--- src/rtl/rf_wb_arbiter_if.sv ---
// Bundle of the writeback, MUL/DIV, decode and register-file write-port
// signals that surround rf_wb_arbiter. The arbiter takes the slave view;
// the pipeline / MUL/DIV unit / register file side takes the master view.
interface rf_wb_arbiter_if;
   // Pipeline writeback request
   logic        wb_valid;
   logic [4:0]  wb_rd;
   logic [31:0] wb_data;
   // MUL/DIV result channel
   logic        md_valid;
   logic [4:0]  md_rd;
   logic [31:0] md_data;
   logic        md_ready;
   // MUL/DIV issue from decode
   logic        md_issue;
   logic [4:0]  md_issue_rd;
   // Decode hazard query
   logic [4:0]  dec_rs1;
   logic        dec_rs1_used;
   logic [4:0]  dec_rs2;
   logic        dec_rs2_used;
   logic [4:0]  dec_rd;
   logic        dec_rd_valid;
   logic        dec_is_md;
   logic        stall;
   logic        pipe_hold;
   // Register file write port
   logic        rf_we;
   logic [4:0]  rf_rd;
   logic [31:0] rf_wdata;
   logic [2:0]  pending;

   modport slave (
      input  wb_valid, wb_rd, wb_data,
      input  md_valid, md_rd, md_data,
      output md_ready,
      input  md_issue, md_issue_rd,
      input  dec_rs1, dec_rs1_used, dec_rs2, dec_rs2_used,
      input  dec_rd, dec_rd_valid, dec_is_md,
      output stall, pipe_hold,
      output rf_we, rf_rd, rf_wdata, pending
   );

   modport master (
      output wb_valid, wb_rd, wb_data,
      output md_valid, md_rd, md_data,
      input  md_ready,
      output md_issue, md_issue_rd,
      output dec_rs1, dec_rs1_used, dec_rs2, dec_rs2_used,
      output dec_rd, dec_rd_valid, dec_is_md,
      input  stall, pipe_hold,
      input  rf_we, rf_rd, rf_wdata, pending
   );
endinterface

--- src/rtl/rf_wb_arbiter.sv ---
// Register-file write-port arbiter between the in-order WB stage and the
// multi-cycle MUL/DIV unit. Tracks registers with an outstanding MUL/DIV
// result, stalls decode on RAW/WAW/capacity hazards, and forces a one-cycle
// WB hold when a MUL/DIV result has been refused for STARVE_LIMIT cycles.
module rf_wb_arbiter #(
   parameter int MAX_PENDING  = 2,
   parameter int STARVE_LIMIT = 4
) (
   input logic           clk,
   input logic           reset,
   rf_wb_arbiter_if.slave bus
);

   localparam int SCW = $clog2(STARVE_LIMIT + 1);
   typedef logic [SCW-1:0] scnt_t;

   logic [31:0] busy_q, busy_d;
   logic [2:0]  pending_q, pending_d;
   scnt_t       starve_q, starve_d;
   logic        hold_q, hold_d;
   logic        grant_wb, grant_md;

   // Write-port grant: WB wins unless a starvation hold is in force.
   always_comb begin
      grant_wb = 1'b0;
      grant_md = 1'b0;
      if (reset) begin
         if (hold_q) begin
            grant_md = bus.md_valid;
         end else if (bus.wb_valid) begin
            grant_wb = 1'b1;
         end else begin
            grant_md = bus.md_valid;
         end
      end
   end

   // Steer the granted source onto the write port; x0 is never written.
   always_comb begin
      bus.md_ready = grant_md;
      bus.rf_rd    = grant_wb ? bus.wb_rd   : bus.md_rd;
      bus.rf_wdata = grant_wb ? bus.wb_data : bus.md_data;
      bus.rf_we    = (grant_wb && (bus.wb_rd != 5'd0)) ||
                     (grant_md && (bus.md_rd != 5'd0));
   end

   // Decode hazard detection; no bypass from a result retiring this cycle.
   always_comb begin
      bus.stall = reset &&
                  ((bus.dec_rs1_used && busy_q[bus.dec_rs1]) ||
                   (bus.dec_rs2_used && busy_q[bus.dec_rs2]) ||
                   (bus.dec_rd_valid && busy_q[bus.dec_rd])  ||
                   (bus.dec_is_md && (pending_q == 3'(MAX_PENDING))));
      bus.pending   = pending_q;
      bus.pipe_hold = hold_q;
   end

   // Next-state of scoreboard, pending count and starvation counter.
   always_comb begin
      busy_d = busy_q;
      if (grant_md) begin
         busy_d[bus.md_rd] = 1'b0;
      end
      // A same-cycle issue to the retiring register must keep it busy.
      if (bus.md_issue) begin
         busy_d[bus.md_issue_rd] = 1'b1;
      end
      busy_d[0] = 1'b0;

      pending_d = pending_q;
      case ({bus.md_issue, grant_md})
         2'b10:   pending_d = pending_q + 3'd1;
         2'b01:   pending_d = pending_q - 3'd1;
         default: pending_d = pending_q;
      endcase

      starve_d = starve_q;
      if (!bus.md_valid || grant_md) begin
         starve_d = '0;
      end else if (starve_q != scnt_t'(STARVE_LIMIT)) begin
         starve_d = starve_q + scnt_t'(1);
      end

      // Hold fires in the cycle right after the counter saturates.
      hold_d = !hold_q && (starve_d == scnt_t'(STARVE_LIMIT));
   end

   // State registers, cleared immediately on reset.
   always_ff @(posedge clk or negedge reset) begin
      if (!reset) begin
         busy_q    <= '0;
         pending_q <= '0;
         starve_q  <= '0;
         hold_q    <= 1'b0;
      end else begin
         busy_q    <= busy_d;
         pending_q <= pending_d;
         starve_q  <= starve_d;
         hold_q    <= hold_d;
      end
   end

   // Protocol checks for the surrounding pipeline and MUL/DIV unit.
   a_issue_no_stall : assert property (@(posedge clk) disable iff (!reset)
      bus.md_issue |-> !bus.stall);
   a_no_overflow : assert property (@(posedge clk) disable iff (!reset)
      !(bus.md_issue && !grant_md && (pending_q == 3'(MAX_PENDING))));
   a_no_underflow : assert property (@(posedge clk) disable iff (!reset)
      !(grant_md && !bus.md_issue && (pending_q == 3'd0)));
   a_md_valid_held : assert property (@(posedge clk) disable iff (!reset)
      (bus.md_valid && !bus.md_ready) |=> bus.md_valid);

endmodule

--- src/flat_wrapper.sv ---
// flat-port wrapper written by rule: the top's interface ports become plain ports
module rf_wb_arbiter_flat 
#(
   parameter int MAX_PENDING  = 2,
   parameter int STARVE_LIMIT = 4
)
  (clk, reset, bus_wb_valid, bus_wb_rd, bus_wb_data, bus_md_valid, bus_md_rd, bus_md_data, bus_md_ready, bus_md_issue, bus_md_issue_rd, bus_dec_rs1, bus_dec_rs1_used, bus_dec_rs2, bus_dec_rs2_used, bus_dec_rd, bus_dec_rd_valid, bus_dec_is_md, bus_stall, bus_pipe_hold, bus_rf_we, bus_rf_rd, bus_rf_wdata, bus_pending);
  rf_wb_arbiter_if bus_i ();
  input logic clk;
  input logic reset;
  input wire logic [$bits(bus_i.wb_valid)-1:0] bus_wb_valid;
  input wire logic [$bits(bus_i.wb_rd)-1:0] bus_wb_rd;
  input wire logic [$bits(bus_i.wb_data)-1:0] bus_wb_data;
  input wire logic [$bits(bus_i.md_valid)-1:0] bus_md_valid;
  input wire logic [$bits(bus_i.md_rd)-1:0] bus_md_rd;
  input wire logic [$bits(bus_i.md_data)-1:0] bus_md_data;
  output wire logic [$bits(bus_i.md_ready)-1:0] bus_md_ready;
  input wire logic [$bits(bus_i.md_issue)-1:0] bus_md_issue;
  input wire logic [$bits(bus_i.md_issue_rd)-1:0] bus_md_issue_rd;
  input wire logic [$bits(bus_i.dec_rs1)-1:0] bus_dec_rs1;
  input wire logic [$bits(bus_i.dec_rs1_used)-1:0] bus_dec_rs1_used;
  input wire logic [$bits(bus_i.dec_rs2)-1:0] bus_dec_rs2;
  input wire logic [$bits(bus_i.dec_rs2_used)-1:0] bus_dec_rs2_used;
  input wire logic [$bits(bus_i.dec_rd)-1:0] bus_dec_rd;
  input wire logic [$bits(bus_i.dec_rd_valid)-1:0] bus_dec_rd_valid;
  input wire logic [$bits(bus_i.dec_is_md)-1:0] bus_dec_is_md;
  output wire logic [$bits(bus_i.stall)-1:0] bus_stall;
  output wire logic [$bits(bus_i.pipe_hold)-1:0] bus_pipe_hold;
  output wire logic [$bits(bus_i.rf_we)-1:0] bus_rf_we;
  output wire logic [$bits(bus_i.rf_rd)-1:0] bus_rf_rd;
  output wire logic [$bits(bus_i.rf_wdata)-1:0] bus_rf_wdata;
  output wire logic [$bits(bus_i.pending)-1:0] bus_pending;
  assign bus_i.wb_valid = bus_wb_valid;
  assign bus_i.wb_rd = bus_wb_rd;
  assign bus_i.wb_data = bus_wb_data;
  assign bus_i.md_valid = bus_md_valid;
  assign bus_i.md_rd = bus_md_rd;
  assign bus_i.md_data = bus_md_data;
  assign bus_md_ready = bus_i.md_ready;
  assign bus_i.md_issue = bus_md_issue;
  assign bus_i.md_issue_rd = bus_md_issue_rd;
  assign bus_i.dec_rs1 = bus_dec_rs1;
  assign bus_i.dec_rs1_used = bus_dec_rs1_used;
  assign bus_i.dec_rs2 = bus_dec_rs2;
  assign bus_i.dec_rs2_used = bus_dec_rs2_used;
  assign bus_i.dec_rd = bus_dec_rd;
  assign bus_i.dec_rd_valid = bus_dec_rd_valid;
  assign bus_i.dec_is_md = bus_dec_is_md;
  assign bus_stall = bus_i.stall;
  assign bus_pipe_hold = bus_i.pipe_hold;
  assign bus_rf_we = bus_i.rf_we;
  assign bus_rf_rd = bus_i.rf_rd;
  assign bus_rf_wdata = bus_i.rf_wdata;
  assign bus_pending = bus_i.pending;
  rf_wb_arbiter #(.MAX_PENDING(MAX_PENDING), .STARVE_LIMIT(STARVE_LIMIT)) u_core (.clk(clk), .reset(reset), .bus(bus_i));
endmodule
--- config.mk ---
export PLATFORM = sky130hd
export DESIGN_NAME = rf_wb_arbiter_flat
export DESIGN_NICKNAME = d
export VERILOG_FILES = /design/src/rtl/rf_wb_arbiter_if.sv /design/src/rtl/rf_wb_arbiter.sv /design/src/flat_wrapper.sv
export SDC_FILE = /design/constraint.sdc
export NUM_CORES = 1
export LEC_CHECK = 0
export ABC_AREA = 1
export CAP_MARGIN = 20
export CORE_ASPECT_RATIO = 0.7
export CORE_MARGIN = 3
export CORE_UTILIZATION = 42
export CTS_CLUSTER_SIZE = 8
export DETAILED_ROUTE_END_ITERATION = 16
export PLACE_DENSITY = 0.84
export SYNTH_ARGS = -nofsm -noshare
export SYNTH_HDL_FRONTEND = slang
export SYNTH_SLANG_ARGS = --single-unit
--- constraint.sdc ---
create_clock -name clk -period 2.4 [get_ports clk]
set_clock_uncertainty 0.05 [all_clocks]
set_input_delay 0.36 -clock clk [delete_from_list [all_inputs] [get_ports clk]]
set_output_delay 0.36 -clock clk [all_outputs]
set_load 0.01 [all_outputs]
==> results.toml <==
[synthesis]
synth.top_cell.area_share_pct = 29.76
synth_xor_xnor_area_share_pct = 0.5482
synth_top_family_by_area = "simple AND/OR/NAND/NOR gates"
synthTopCellsByArea = "dfrtp_1, nand2_1, nand3_1, o21ai_0, inv_1"
ys_types = 23
syn_avg_cell_area_sq_um = 5.962
synth_flop_cell = "dfrtp_1"
async_flop_share_pct = 100.0
synth_compound_area_share_pct = 12.57
netlist_instances = 536
synth-seq-cells = 38
synthesis.nets = 643
synth.mux.area_fraction_pct = 0
ys_seq_area_share_pct = 29.76
ys_warn_count = 0
synthSimpleGateAreaFrac_pct = 43.38
synthAdderAreaFrac_pct = 1.801
synth_top_cell_by_area = "dfrtp_1"
synth_edf_count = 0
netlist_area_sq_um = 3196

[global_route]
antenna_found_initial = 0
grt_max_degree = 39
grtUsageTotal_pct = 32.19
grt_pass1_wl_microns = 21480
overflow = 0
grt_pass1_vias = 4257

[setup_path]
start_kind = "primary input"
critical_path_class = "in2out"
cp.arrival_ps = 1980
rrSetupSlack_ps = 430
rr_worst_depth = 10
crit_path_max_fanout = 14
rr_endpoint = "u_core.bus.pending[2]"
worstPathRequired_ps = 1990
r2r-start = "u_core.bus.pipe_hold"
endpoint_kind = "output pin"

[clocking]
cts_buffer_depth = 2
cts-root-buf = "clkbuf_8"
insertion_delay_ps = 290
cts_hold_buf = 0
htree_levels = 2
clock-sinks = 38
cts_tree = "done"
numCtsBuffers = 5
clk_pin_slew_ps = 80

[drt]
routedWlPerCell_microns = 17.79
drt_iter0_markers = 471
drt.antenna.violating_nets = 0
vias = 4361
dr.pass1.iters = 8
drc_errors = 0
viasPerCell = 5.527
drt-total-wl_microns = 14040

[sta]
finalCritPeriodShare_pct = 99.39
hold_viol_final = 0
rsz0062_at_grt = "yes"
max_freq_ghz = 0.4192
drv_slew = 0
slew_headroom_pct = 67.96
worst_slew_pin_slew_ps = 480.6
fin_crit_ps = 2385
finalSetupViolations = 0

[floorplanning]
num_rows = 25
start_util_pct = 45.20
die_x_microns = 110.3
die_h_microns = 78.98
dieArea_sq_um = 8708
design.core.area_sq_um = 7069
io_pins = 147

[place]
dp_hpwl_microns = 11060
place.gp.congestion = 0.9895
port_buffers = 146
placed_area_sq_um = 4802

[finish]
fillers = 612
drive_above_1_share_pct = 6.331
stdcell_area_sq_um = 5030
area_growth_pct = 57.40
layout_common_cells = "nand2_1, nand3_1, clkdlybuf4s50_1"
final_common_cell = "nand2_1"
diodes = 0
nets = 801
final_core_util_pct = 71.15

[pwr]
pwr_density_cell_nw_per_um2 = 521.7
p_leak_nw = 2.628
peakVddDrop_uv = 446.4

[flow_run]
max_cap_viol_count = 0

[status]
status = "finished clean"

[worst_hold_path]
hp-class = "in2async"
## timing repair
action                                  CTS  global route
setup buffers                             0             4
gates resized for setup                  35            31
pin swaps                                 1             0
endpoints found under the setup margin   39            18
cloned                                    1             0
## metal layers
| metal | up-vias | GRT usage [%] | wire, microns |
|---|---|---|---|
| li1 | 2046 | - | - |
| met1 | 1966 | 40.51 | 5263 |
| met2 | 317 | 53.03 | 6529 |
| met3 | 32 | 11.70 | 2014 |
| met4 | 0 | 6.642 | 233 |
| met5 | - | 0 | 0 |
## how the worst max path moves through the flow
stage	start	endpoint	slack, ps	depth (start not counted)
detailed placement	bus_dec_rs2[0]	bus_stall	-330	14
CTS	bus_wb_valid	bus_rf_wdata[2]	-30	8
floorplan	u_core.bus.pipe_hold	u_core.bus.pending[2]	500	10
global placement	bus_dec_rs2[0]	bus_stall	-350	13
finish	bus_dec_rs2[0]	bus_stall	10	13
global route	bus_dec_rs2[0]	bus_stall	-130	13
## critical path, cell delays in order
cell and delay, ps:
dlygate4sd2_1 290, buf_12 160, inv_4 130, nand2_1 70, nand3_1 70, nand3_1 90
nand3_1 100, nand3_1 80, nand3_1 100, nand2_1 70, nor2_2 130, nor2_1 50
dlygate4sd2_1 280
## logic make-up (layout without fill, tap and decap cells)
logic type,count (synthesis),after routing
adder cells (fa/ha/maj),4,4
AO/OA/AOI/OAI,78,78
flip-flops,38,38
buffers and inverters,82,241
AND/OR/NAND/NOR,332,332
XOR/XNOR,2,2
## sequential cells by signal, indices dropped and copies added (netlist names)
| signal | cells |
|---|---|
| u_core.starve_q | 3 |
| u_core.busy_q | 31 |
| u_core.bus.pending | 3 |
| u_core.bus.pipe_hold | 1 |
## Yosys cell counts, types with 2 or more instances
master,count
ha_1,3
buf_2,2
inv_1,59
nand2_1,210
a21oi_1,3
nand3_1,107
inv_4,3
o211ai_1,2
o21ai_0,71
clkbuf_1,7
dfrtp_1,38
buf_6,7
buf_4,3
nor2_1,12
## final cells by class
cell class	instances	area [sq um]	area share (%)
clock buffer	6	82.58	1.642
clock inverter	2	12.51	0.2488
inverter	63	249.0	4.950
multi-input combinational	416	1873	37.24
sequential	38	950.9	18.91
tap	94	117.6	2.338
timing repair buffer	170	1744	34.68
## where the power goes
group / leakage (nW) / total, mW / internal, mW / switching [mW]
sequential: 0.450 / 0.938 / 0.799 / 0.139
combinational: 2.13 / 1.22 / 0.527 / 0.697
clock: 0.0472 / 0.462 / 0.231 / 0.232
## stage by stage
stage               cells  power (mW)  hold slack, ps  setup TNS [ps]  worst slack [ps]
finish                789       2.624           131.6               0             14.72
detailed placement    776       2.129           447.0           -4572            -334.4
floorplan             536       1.478           14.41               0             500.6
global route          789       2.777           168.3          -188.8            -125.8
CTS                   785       2.577           142.6          -211.8            -31.52
global placement      776       2.092           436.7           -3726            -350.9
(Power assumes the default switching activity.)
